**config.mk**
```make
export PLATFORM = sky130hd
export DESIGN_NAME = wb_cdc_arbiter
export DESIGN_NICKNAME = d
export VERILOG_FILES = /design/src/rtl/wb_cdc_arbiter_pkg.sv /design/src/rtl/wb_rr_pick.sv /design/src/rtl/wb_cdc_arbiter.sv
export SDC_FILE = /design/constraint.sdc
export NUM_CORES = 1
export LEC_CHECK = 0
export BUFFER_PORTS_ARGS = -buffer_cell sky130_fd_sc_hd__buf_2
export CORE_AREA = 2 2 170 172
export DETAILED_ROUTE_END_ITERATION = 6
export DIE_AREA = 0 0 172 174
export PLACE_DENSITY = 0.39
export SLEW_MARGIN = 15
export SYNTH_ARGS = -nofsm -noshare
export SYNTH_HDL_FRONTEND = slang
export SYNTH_SLANG_ARGS = --single-unit
```
**constraint.sdc**
```tcl
create_clock -name wb_clk -period 2.1 [get_ports wb_clk]
set_input_delay 0.315 -clock wb_clk [delete_from_list [all_inputs] [get_ports wb_clk]]
set_output_delay 0.315 -clock wb_clk [all_outputs]
set_load 0.005 [all_outputs]
```
**src/rtl/wb_cdc_arbiter_pkg.sv**
```systemverilog
// Shared helpers for the Wishbone CDC arbiter.
// Holds constant functions used to size arbiter internals.
package wb_cdc_arbiter_pkg;

    // Bits needed to count 0..timeout without wrapping; at least one bit.
    function automatic int unsigned timer_width(input int unsigned timeout);
        int unsigned w;
        w = 1;
        while ((64'd1 << w) <= 64'(timeout)) begin
            w = w + 1;
        end
        return w;
    endfunction

endpackage

```
**src/rtl/wb_rr_pick.sv**
```systemverilog
// Round-robin pick: one-hot next grant from requests and one-hot last grant.
// Purely combinational rotate, isolate-lowest, rotate back.
module wb_rr_pick #(
    parameter int NUM = 4
) (
    input  logic [NUM-1:0] req_i,
    input  logic [NUM-1:0] last_i,
    output logic [NUM-1:0] gnt_o
);

    localparam int IW = (NUM > 1) ? $clog2(NUM) : 1;

    logic [IW-1:0]    sh;
    logic [2*NUM-1:0] dbl_req;
    logic [2*NUM-1:0] dbl_gnt;
    logic [NUM-1:0]   rot;
    logic [NUM-1:0]   pick;

    always_comb begin
        sh = '0;
        for (int i = 0; i < NUM; i++) begin
            if (last_i[i]) begin
                sh = IW'((i + 1) % NUM);
            end
        end
        dbl_req = {req_i, req_i} >> sh;
        rot     = dbl_req[NUM-1:0];
        // Two's-complement trick isolates the lowest set bit.
        pick    = rot & (~rot + NUM'(1));
        dbl_gnt = {pick, pick} << sh;
        gnt_o   = dbl_gnt[2*NUM-1:NUM];
    end

endmodule

```
**src/rtl/wb_cdc_arbiter.sv**
```systemverilog
// Round-robin Wishbone classic arbiter in front of a single-beat CDC bridge port.
// A watchdog answers stalled transfers with err, then drains the bridge before re-grant.
module wb_cdc_arbiter #(
    parameter int NUM     = 4,
    parameter int AW      = 32,
    parameter int TIMEOUT = 255
) (
    input  logic              wb_clk,
    input  logic              wb_rst,
    input  logic [NUM*AW-1:0] wbm_adr_i,
    input  logic [NUM*32-1:0] wbm_dat_i,
    input  logic [NUM*4-1:0]  wbm_sel_i,
    input  logic [NUM-1:0]    wbm_we_i,
    input  logic [NUM-1:0]    wbm_cyc_i,
    input  logic [NUM-1:0]    wbm_stb_i,
    output logic [31:0]       wbm_dat_o,
    output logic [NUM-1:0]    wbm_ack_o,
    output logic [NUM-1:0]    wbm_err_o,
    output logic [AW-1:0]     wbs_adr_o,
    output logic [31:0]       wbs_dat_o,
    output logic [3:0]        wbs_sel_o,
    output logic              wbs_we_o,
    output logic              wbs_cyc_o,
    output logic              wbs_stb_o,
    input  logic [31:0]       wbs_dat_i,
    input  logic              wbs_ack_i,
    output logic [NUM-1:0]    gnt_o
);

    import wb_cdc_arbiter_pkg::*;

    localparam logic [1:0] ST_IDLE  = 2'd0;
    localparam logic [1:0] ST_GRANT = 2'd1;
    localparam logic [1:0] ST_DRAIN = 2'd2;

    localparam int unsigned  TW     = timer_width(TIMEOUT);
    localparam logic [TW-1:0] T_LAST = TW'((TIMEOUT > 0) ? TIMEOUT - 1 : 0);
    localparam logic [TW-1:0] T_MAX  = TW'(TIMEOUT);

    logic [1:0]     state_q, state_d;
    logic [NUM-1:0] gnt_q, gnt_d;
    logic [NUM-1:0] last_q, last_d;
    logic [TW-1:0]  timer_q, timer_d;
    logic [NUM-1:0] req;
    logic [NUM-1:0] pick;
    logic           req_g;

    assign req   = wbm_cyc_i & wbm_stb_i;
    assign req_g = |(req & gnt_q);

    wb_rr_pick #(
        .NUM(NUM)
    ) u_pick (
        .req_i (req),
        .last_i(last_q),
        .gnt_o (pick)
    );

    always_comb begin
        wbs_adr_o = '0;
        wbs_dat_o = '0;
        wbs_sel_o = '0;
        wbs_we_o  = 1'b0;
        for (int k = 0; k < NUM; k++) begin
            if (gnt_q[k]) begin
                wbs_adr_o = wbm_adr_i[k*AW +: AW];
                wbs_dat_o = wbm_dat_i[k*32 +: 32];
                wbs_sel_o = wbm_sel_i[k*4 +: 4];
                wbs_we_o  = wbm_we_i[k];
            end
        end
    end

    always_comb begin
        state_d   = state_q;
        gnt_d     = gnt_q;
        last_d    = last_q;
        timer_d   = timer_q;
        wbs_cyc_o = 1'b0;
        wbm_ack_o = '0;
        wbm_err_o = '0;
        unique case (state_q)
            ST_IDLE: begin
                if (|req) begin
                    gnt_d   = pick;
                    timer_d = '0;
                    state_d = ST_GRANT;
                end
            end
            ST_GRANT: begin
                wbs_cyc_o = req_g;
                if (timer_q != T_MAX) begin
                    timer_d = timer_q + TW'(1);
                end
                if (wbs_ack_i) begin
                    // An ack racing a master abort is retired without delivery.
                    if (req_g) begin
                        wbm_ack_o = gnt_q;
                    end
                    last_d  = gnt_q;
                    gnt_d   = '0;
                    state_d = ST_IDLE;
                end else if (!req_g) begin
                    state_d = ST_DRAIN;
                end else if (TIMEOUT != 0 && timer_q == T_LAST) begin
                    wbm_err_o = gnt_q;
                    state_d   = ST_DRAIN;
                end
            end
            ST_DRAIN: begin
                if (wbs_ack_i) begin
                    last_d  = gnt_q;
                    gnt_d   = '0;
                    state_d = ST_IDLE;
                end
            end
            default: begin
                gnt_d   = '0;
                state_d = ST_IDLE;
            end
        endcase
    end

    // rr pointer 0 is held as "last granted NUM-1".
    always_ff @(posedge wb_clk) begin
        if (wb_rst) begin
            state_q <= ST_IDLE;
            gnt_q   <= '0;
            last_q  <= {1'b1, {(NUM-1){1'b0}}};
            timer_q <= '0;
        end else begin
            state_q <= state_d;
            gnt_q   <= gnt_d;
            last_q  <= last_d;
            timer_q <= timer_d;
        end
    end

    assign wbs_stb_o = wbs_cyc_o;
    assign wbm_dat_o = wbs_dat_i;
    assign gnt_o     = gnt_q;

endmodule

```
==> out/summary.md, run 1 <==
In the routed design, unresolved DRC markers number 0. The fraction of registers with async set/reset works out to 0%. The initial utilization of the core area, before any placement, comes to 11.80%. Hold is met by 0.4227 ns.

The worst register-to-register path has a setup slack of 0.27 ns. TritonCTS sink count: 18. The tools report the count of yosys warnings during synthesis as 0.

Row generation in the floorplan step produced 62 rows. Setup repair after global routing could not meet its margin everywhere. The depth of the CTS H-tree was 1. The logs give 0.9482 mW for the net switching component of the power and 2 for the number of buffers on the longest clock path. The via total after detailed routing is 5,137. The headroom to the max-slew limit is 61.81%. The most critical setup path has its endpoint at wbs_dat_o[4]. The overflow left after global routing was 0; the number of nets in the final layout was 1,148. Of all nets on the critical path, the largest fanout is 5. The worst setup margin is 0.02310 ns. The logs give 10.81% for the sequential cell area fraction in the yosys report and 44 for the distinct cell type count of the synthesized netlist. In the final layout, the multi-input gates occupy 2471 um^2.

The share of total power dissipated in the clock network is 18.3%. On the final layout, the worst clock skew is 0.004532 ns. For the maximum frequency from static timing analysis, the log shows 481.5 MHz. The final weighted congestion in routability-driven placement is 0.8575. The run gives 1,209 as the number of non-filler instances in the completed layout. Port buffering added 369 buffers. Setup violations remaining at the end of the flow were counted as 0.

The post-route netlist has 51.88% of its cells at a drive strength greater than 1. By area the synthesized netlist is led by sky130_fd_sc_hd__a221o_1 (21%), sky130_fd_sc_hd__o21ai_0 (20%), sky130_fd_sc_hd__dfxtp_1 (11%), sky130_fd_sc_hd__nand2_1 (9.8%), sky130_fd_sc_hd__buf_4 (7.9%). In this run switching power makes up 40.41% of total power. The endpoint identified for the worst register-to-register timing path is timer_q[3]. The power per unit of standard cell area was 411.5 nW/um^2; the die outline width was 172 um. The synthesized instance count was 505; the post-synth design cell area was 3333 um^2.

The run gives 0.1226 ns as the worst-case setup slack after placement. The leakage dissipation came out at 2.684 nW. The most instantiated flip-flop cell in the synthesis netlist was sky130_fd_sc_hd__dfxtp_1. The tools report the number of violations of the max-capacitance limit as 0.

The total internal power came out at 1.398 mW. The tools report the count of placed standard cells including taps as 1,191. The worst register-to-register path has a depth of 8. The routed design has 20,780 um of wire. The share of synthesized area in the top cell type comes to 20.72%. The average instance in the mapped netlist occupies 6.600 um^2. The synthesized design contains 0 enable-type register cells. The tools report the worst endpoint data arrival time as 1.76 ns. Entering global routing, the biggest net connects 143 pins. Area of the die: 29,930 um^2. At the pin with the least slew margin, the transition time is 0.5694 ns.

Sequential cells account for 16.9% of the total power. The detail route stage leaves a number of antenna-violating nets equal to 0. The area growth from synthesis to layout is 71.06%. 434 I/O pins were placed. The logs give 0.25 ns for the clock latency at the later pin of the worst-skew pair and 1.78 ns for the required time of the worst setup path. The number of global-route vias before repair is 4,822. The most critical setup path has its startpoint at gnt_o[0]. The core region is 28,240 um^2. The run gives 0 as the number of max-slew violations in the final report.

In this run, CTS created clock tree buffers numbering 3. The tools report the category of the worst setup path launch point as a register. Detailed placement ended at an HPWL of 15,910 um. TritonCTS built the clock tree. In the routed layout, each cell is associated on average with a via count of 4.249. After the first detailed-routing iteration, the DRC count stood at 243. For the number of endpoints with negative hold slack in the final report, the log shows 0. The worst setup path is captured at an output port. The reg-to-reg critical path startpoint is state_q[1]. Final critical-path required period: 2.077 ns.

Of the total power, combinational logic draws 64.7%. Of the available clock period, the critical path in the final layout requires 98.90%. The root buffer cell chosen for the clock tree is sky130_fd_sc_hd__clkbuf_16. The biggest area contributor in the post-synthesis netlist is sky130_fd_sc_hd__a221o_1. The run gives 2 as the number of antenna violations at the first check in global routing.

After synthesis the netlist holds a flip-flop and latch count of 18. The most frequently used cell type in the post-synthesis netlist is sky130_fd_sc_hd__o21ai_0. The run finished with clean final reports. From bottom edge to top edge, the die measures 174 um.

The net count after synthesis is 829. The global routing usage summed across all routing layers was 12.01%; the clock input transition at the sequential cells of the worst setup and hold paths was 0.06 ns. The first-pass iteration count of the detailed router was 5. Category of the most critical setup path: register to output port. Counting the fill cells in the layout gives 3,358.

Across the whole layout, storage elements account for 372.9 um^2. Worst hold path class: input port to register. Wire length per cell after detailed routing: 17.19 um.

After synthesis, the most frequently instantiated cells are sky130_fd_sc_hd__o21ai_0 (136), sky130_fd_sc_hd__nand2_1 (87), sky130_fd_sc_hd__a221o_1 (69). The first global-routing pass estimated 28,160 um of wire. Across the VDD grid, the largest voltage drop is 259.0 uV.
-- registers in the layout (all words and copies together), names as in the netlist --
register  cells
gnt_o         4
last_q        4
state_q       2
timer_q       8
-- through the flow --
step	power (mW)	area (um^2)	setup TNS, ns	util [%]
2_1_floorplan	1.152	3333	0	-
3_3_place_gp	1.855	5418	0	19.19
3_5_place_dp	1.848	5418	0	19.19
4_1_cts	2.290	5514	0	19.53
5_1_grt	2.541	5697	-0.3588	20.17
6_report	2.346	5702	0	20.19
-- critical path, cell delays in order (launching register included) --
cell	delay (ns)
sky130_fd_sc_hd__dfxtp_2	0.33
sky130_fd_sc_hd__inv_2	0.08
sky130_fd_sc_hd__nor2_4	0.06
sky130_fd_sc_hd__buf_6	0.11
sky130_fd_sc_hd__buf_12	0.12
sky130_fd_sc_hd__clkbuf_16	0.15
sky130_fd_sc_hd__a221o_1	0.35
sky130_fd_sc_hd__o21ai_1	0.09
sky130_fd_sc_hd__o21ai_1	0.07
sky130_fd_sc_hd__buf_2	0.15
-- kinds of logic (layout without fill, tap and decap cells) --
kind of cell / Yosys count / count (layout) / share of synthesized area, %
compound gates: 236 / 236 / 48.84
buf+inv: 96 / 414 / 15.54
simple gates: 143 / 143 / 21.06
xor+xnor: 6 / 6 / 1.577
flops: 18 / 18 / 10.81
fa+ha+maj: 5 / 5 / 1.877
mux: 1 / 1 / 0.3003
other cells: 0 / 2 / 0
-- layout make-up --
type	count	area share, %
sequential	18	6.539
tap	384	8.427
inverter	11	0.7242
antenna	2	0.08778
multi-input combinational	391	43.34
timing repair buffer	399	39.32
clock buffer	4	1.558
-- cells in the final DEF, fill, tap and decap left out, types with 2 or more instances in the layout --
| cell type | netlist | final |
|---|---|---|
| sky130_fd_sc_hd__a21oi_1 | 11 | 11 |
| sky130_fd_sc_hd__a221o_1 | 69 | 69 |
| sky130_fd_sc_hd__and3_1 | 8 | 6 |
| sky130_fd_sc_hd__and3_4 | 0 | 2 |
| sky130_fd_sc_hd__and4_1 | 3 | 2 |
| sky130_fd_sc_hd__buf_12 | 0 | 9 |
| sky130_fd_sc_hd__buf_2 | 15 | 369 |
| sky130_fd_sc_hd__buf_4 | 35 | 14 |
| sky130_fd_sc_hd__buf_6 | 1 | 4 |
| sky130_fd_sc_hd__clkbuf_16 | 0 | 5 |
| sky130_fd_sc_hd__dfxtp_1 | 18 | 12 |
| sky130_fd_sc_hd__dfxtp_2 | 0 | 4 |
| sky130_fd_sc_hd__dfxtp_4 | 0 | 2 |
| sky130_fd_sc_hd__diode_2 | 0 | 2 |
| sky130_fd_sc_hd__ha_1 | 5 | 5 |
| sky130_fd_sc_hd__inv_1 | 11 | 8 |
| sky130_fd_sc_hd__inv_2 | 0 | 3 |
| sky130_fd_sc_hd__nand2_1 | 87 | 87 |
| sky130_fd_sc_hd__nand2b_1 | 3 | 3 |
| sky130_fd_sc_hd__nand3_1 | 6 | 6 |
| sky130_fd_sc_hd__nand3b_1 | 2 | 2 |
| sky130_fd_sc_hd__nand4_1 | 4 | 4 |
| sky130_fd_sc_hd__nand4b_1 | 2 | 2 |
| sky130_fd_sc_hd__nor2_1 | 16 | 16 |
| sky130_fd_sc_hd__nor3_1 | 4 | 4 |
| sky130_fd_sc_hd__nor4_4 | 2 | 2 |
| sky130_fd_sc_hd__o21ai_0 | 136 | 125 |
| sky130_fd_sc_hd__o21ai_1 | 6 | 17 |
| sky130_fd_sc_hd__o32ai_1 | 2 | 2 |
| sky130_fd_sc_hd__xnor2_1 | 6 | 6 |
-- metal layers --
layer / vias up / wire length [um] / GRT usage (%)
met5: - / 0 / 0
met4: 0 / 396 / 2.381
met3: 18 / 1409 / 1.821
met2: 209 / 10030 / 21.12
met1: 2393 / 8940 / 15.45
li1: 2517 / - / -
-- what timing repair did --
action	CTS	global route
hold buffers	0	0
gates cloned	0	4
resized for setup	4	23
endpoints found under the setup margin	16	50
setup buffers	0	8
pin swaps	1	5
-- worst min path at each step --
stage / start / endpoint / slack, ns / cells past startpoint
final: wb_rst / gnt_o[1] / 0.42 / 2
after global routing: wb_rst / state_q[0] / 0.45 / 2
after CTS: wb_rst / state_q[0] / 0.42 / 2
after detailed placement: timer_q[5] / timer_q[5] / 0.51 / 2
after global placement: timer_q[0] / timer_q[0] / 0.50 / 2
after floorplan: wb_rst / last_q[3] / 0.41 / 1
-- power groups by stage --
stage,clock (mW),sequential [mW],combinational [mW]
2_1_floorplan,0,0.388,0.764
3_3_place_gp,0,0.403,1.45
3_5_place_dp,0,0.404,1.44
4_1_cts,0.438,0.396,1.46
5_1_grt,0.458,0.401,1.68
6_report,0.430,0.397,1.52
No activity file was read; power rests on OpenSTA's default activity.
==> inputs of run 2 (changes only) <==
--- a/config.mk
+++ b/config.mk
@@ -6,10 +6,10 @@
 export NUM_CORES = 1
 export LEC_CHECK = 0
 export BUFFER_PORTS_ARGS = -buffer_cell sky130_fd_sc_hd__buf_2
-export CORE_AREA = 2 2 170 172
+export CORE_AREA = 2 2 168 170
 export DETAILED_ROUTE_END_ITERATION = 6
-export DIE_AREA = 0 0 172 174
-export PLACE_DENSITY = 0.39
+export DIE_AREA = 0 0 170 172
+export PLACE_DENSITY = 0.41
 export SLEW_MARGIN = 15
 export SYNTH_ARGS = -nofsm -noshare
 export SYNTH_HDL_FRONTEND = slang
==> constraint.sdc (replaced) <==
create_clock -name wb_clk -period 1.79 [get_ports wb_clk]
set_input_delay 0.0895 -clock wb_clk [delete_from_list [all_inputs] [get_ports wb_clk]]
set_output_delay 0.0895 -clock wb_clk [all_outputs]
set_load 0.005 [all_outputs]
==> out/summary.md, run 2 (same netlist as run 1, synthesis figures left out) <==
The run finished with clean final reports. The logs give 5,292 (was 5,137) for the via total after detailed routing and 0.12 ns (was 0.27 ns) for the minimum setup slack among reg-to-reg paths. The nature of the critical path endpoint is an output port (unchanged). The run gives 339.4 uV (was 259.0 uV) as the worst supply voltage drop on vdd.

The maximum frequency from static timing analysis was 563.3 MHz; the worst endpoint data arrival time was 1.69 ns (was 1.76 ns). The reg-to-reg critical path startpoint is state_q[0] (was state_q[1]). The logs give 0 (unchanged) for the number of violations of the max-capacitance limit and 12.13% (was 11.80%) for the initial cell density of the core. The tools report the hold buffer count at cts as 0 (unchanged). Most frequent cell on the critical path: sky130_fd_sc_hd__o21ai_1 (unchanged).

The worst min-delay path endpoint is wbm_dat_o[11] (was gnt_o[1]). The overflow left after global routing was 0 (unchanged). Worst min-delay path startpoint: wbs_dat_i[11] (was wb_rst). Wire length of the first global-routing pass: 27,080 um (was 28,160 um). For the required time of the worst setup path, the log shows 1.70 ns (was 1.78 ns).

The count of cells along the worst hold path is 0 (was 2). The number of nets with antenna violations after routing is 0 (unchanged), and the design area is 5713 um^2 (was 5702 um^2). For the count of routing violations after the opening detailed-route iteration, the log shows 247 (was 243).

TritonCTS built the clock tree. Final weighted congestion in routability-driven placement: 0.8453 (was 0.8575). The number of max-slew violations in the final report is 0 (unchanged), and the clock input transition at the sequential cells of the worst setup and hold paths is 0.06 ns (about the same). The top register by number of flip-flops was timer_q (unchanged). The number of endpoints with negative hold slack in the final report was 0 (unchanged); the end-of-flow core utilization was 20.79% (was 20.19%).

The tools report the number of global-route vias before repair as 4,725 (was 4,822). The largest net degree at the start of global routing was 143 (unchanged); the number of buffers on the longest clock path was 2 (unchanged). The number of antenna violations at the first check in global routing is 3 (was 2), and the actual transition at the worst max-transition pin is 0.7077 ns (was 0.5694 ns). Setup repair after global routing could not meet its margin everywhere. The die outline width is 170 um (was 172 um). The count of buffers inserted at the top-level ports came out at 369 (unchanged). The run gives 0 (unchanged) as the number of setup violations in the final report.

The run gives 5413 um^2 (was 5418 um^2) as the placed cell area. The category of the most critical setup path was register to output port (unchanged). Global routing usage summed across all routing layers: 11.85% (was 12.01%).

The worst reg-to-reg path cell count was 6 (was 8). The run gives 1 (unchanged) as the depth of the CTS H-tree. Cell chain of the critical path: inv_4 > nor2_4 > buf_8 > buf_12 > a221o_1 > o21ai_1 > o21ai_1 > buf_2 (was inv_2 > nor2_4 > buf_6 > buf_12 > clkbuf_16 > a221o_1 > o21ai_1 > o21ai_1 > buf_2). The total DRC errors in the routed layout is 0 (unchanged).

The number of non-filler instances in the completed layout is 1,175 (was 1,209). The share of the cycle needed by the critical path after routing came out at 99.17%. The cell at the slowest stage of the critical path is sky130_fd_sc_hd__a221o_1 (unchanged). The half-perimeter wire length after detailed placement is 15,380 um (was 15,910 um), and the leakage dissipation is 2.717 nW (was 2.684 nW). The first-pass iteration count of the detailed router was 5 (unchanged); the layout-stage area growth over the synthesis result was 71.40% (was 71.06%).

The tools report the number of nets in the final layout as 1,151 (was 1,148). The fraction of final layout cells sized beyond drive strength 1 works out to 52.30% (was 51.88%). Clock root buffer: sky130_fd_sc_hd__clkbuf_16 (unchanged). The run gives 52.82% (was 61.81%) as the headroom to the max-slew limit. Worst hold path class: input port to output port (was input port to register). For the finished layout, the period the worst path requires is 1.775 ns. The final setup skew is 0.001086 ns (was 0.004532 ns), and the wire length per cell after detailed routing is 17.40 um (was 17.19 um).

The tools report the clock latency at the later pin of the worst-skew pair as 0.25 ns (about the same). Commonest non-fill, non-tap cells in the layout: sky130_fd_sc_hd__buf_2 (369), sky130_fd_sc_hd__nand2_1 (87), sky130_fd_sc_hd__o21ai_1 (71) (was sky130_fd_sc_hd__buf_2 (369), sky130_fd_sc_hd__o21ai_0 (125), sky130_fd_sc_hd__nand2_1 (87)). The run gives 18 (unchanged) as the TritonCTS sink count.

The clock buffer count from CTS is 3 (unchanged), and the area of the die is 29,240 um^2 (was 29,930 um^2). The number of flip-flops under the largest register name came out at 8 (unchanged). The largest driver fanout on the critical path is 8 (was 5). The count of filler cells inserted in the layout was 3,173 (was 3,358); the die height was 172 um (was 174 um). The tools report the category of the worst setup path launch point as a register (unchanged). The area of the core is 27,480 um^2 (was 28,240 um^2), and the power per unit of standard cell area is 493.6 nW/um^2 (was 411.5 nW/um^2). Leading cell type in the layout, fill and taps excluded: sky130_fd_sc_hd__buf_2 (unchanged). The tools report the capturing point of the worst reg2reg path as timer_q[4] (was timer_q[3]).

The stage delay of the slowest cell on the critical path works out to 0.36 ns (was 0.35 ns). The number of standard-cell rows in the floorplan is 61 (was 62), and the per-cell via count in the routed design is 4.504 (was 4.249). The run gives 1,157 (was 1,191) as the count of placed standard cells including taps. The total I/O pin count was 434 (unchanged); the total wirelength of the detailed-routed design was 20,440 um (was 20,780 um).
-- run 2: cell types whose count changed in the layout (fill, tap and decap cells not counted), sizes merged --
| cell | change |
|---|---|
| diode | +1 |
| buf | +2 |
| clkbuf | +1 |
-- run 2: stage by stage --
stage / TNS (ns) / power (mW) / hold WS, ns / worst slack [ns]
6_report: 0 / 2.820 / 0.1790 / 0.01483
3_5_place_dp: 0 / 2.180 / 0.1790 / 0.02828
3_3_place_gp: 0 / 2.189 / 0.1790 / 0.07686
2_1_floorplan: 0 / 1.351 / 0.1839 / 0.1656
5_1_grt: -0.7133 / 3.046 / 0.1790 / -0.05310
4_1_cts: -0.5971 / 2.751 / 0.1790 / -0.06344
-- run 2: area by class of cell --
| class | count | area, um^2 | share of cell area, % |
|---|---|---|---|
| diodes | 3 | 7.507 | 0.1314 |
| clock buffers | 4 | 88.84 | 1.555 |
| inverters | 11 | 43.79 | 0.7665 |
| multi-input cells | 391 | 2482 | 43.45 |
| flip-flops and latches | 18 | 372.9 | 6.527 |
| well taps | 346 | 432.9 | 7.578 |
| repair buffers | 402 | 2285 | 39.99 |
-- run 2: how the worst max path moves through the flow --
stage | startpoint | end | slack (ns) | depth (start not counted)
floorplan | state_q[1] | timer_q[3] | 0.17 | 7
global placement | state_q[1] | timer_q[4] | 0.08 | 6
detailed placement | gnt_o[0] | wbs_dat_o[24] | 0.03 | 8
CTS | gnt_o[0] | wbs_dat_o[24] | -0.06 | 9
global route | gnt_o[1] | wbs_adr_o[14] | -0.05 | 7
finish | gnt_o[0] | wbs_adr_o[5] | 0.01 | 8
-- run 2: worst max-delay path, delay by kind of cell, from the launching register on --
| family | cells | cell delay, ns |
|---|---|---|
| AOI/OAI and AO/OA | 3 | 0.52 |
| buffers and inverters | 4 | 0.49 |
| DFF | 1 | 0.35 |
| and+or+nand+nor | 1 | 0.05 |
-- run 2: per-layer routing --
metal | up-vias | wire length (um) | track usage, %
met1 | 2476 | 8425 | 14.65
met2 | 262 | 9773 | 20.64
met4 | 0 | 408 | 2.676
li1 | 2530 | - | -
met3 | 24 | 1835 | 3.113
met5 | - | 0 | 0
-- run 2: repair_timing --
action                                  4_1_cts  5_1_grt
gates cloned                                  1        4
buffers inserted                              7        1
endpoints found under the setup margin       52       73
resized for setup                            15       78
pin swaps                                     3       13
-- run 2: power breakdown --
part           leakage [nW]  internal (mW)  switching (mW)
Clock                0.0442          0.341           0.170
Combinational          2.52          0.913           0.932
Sequential            0.149          0.429          0.0353
Total                  2.72           1.68            1.14
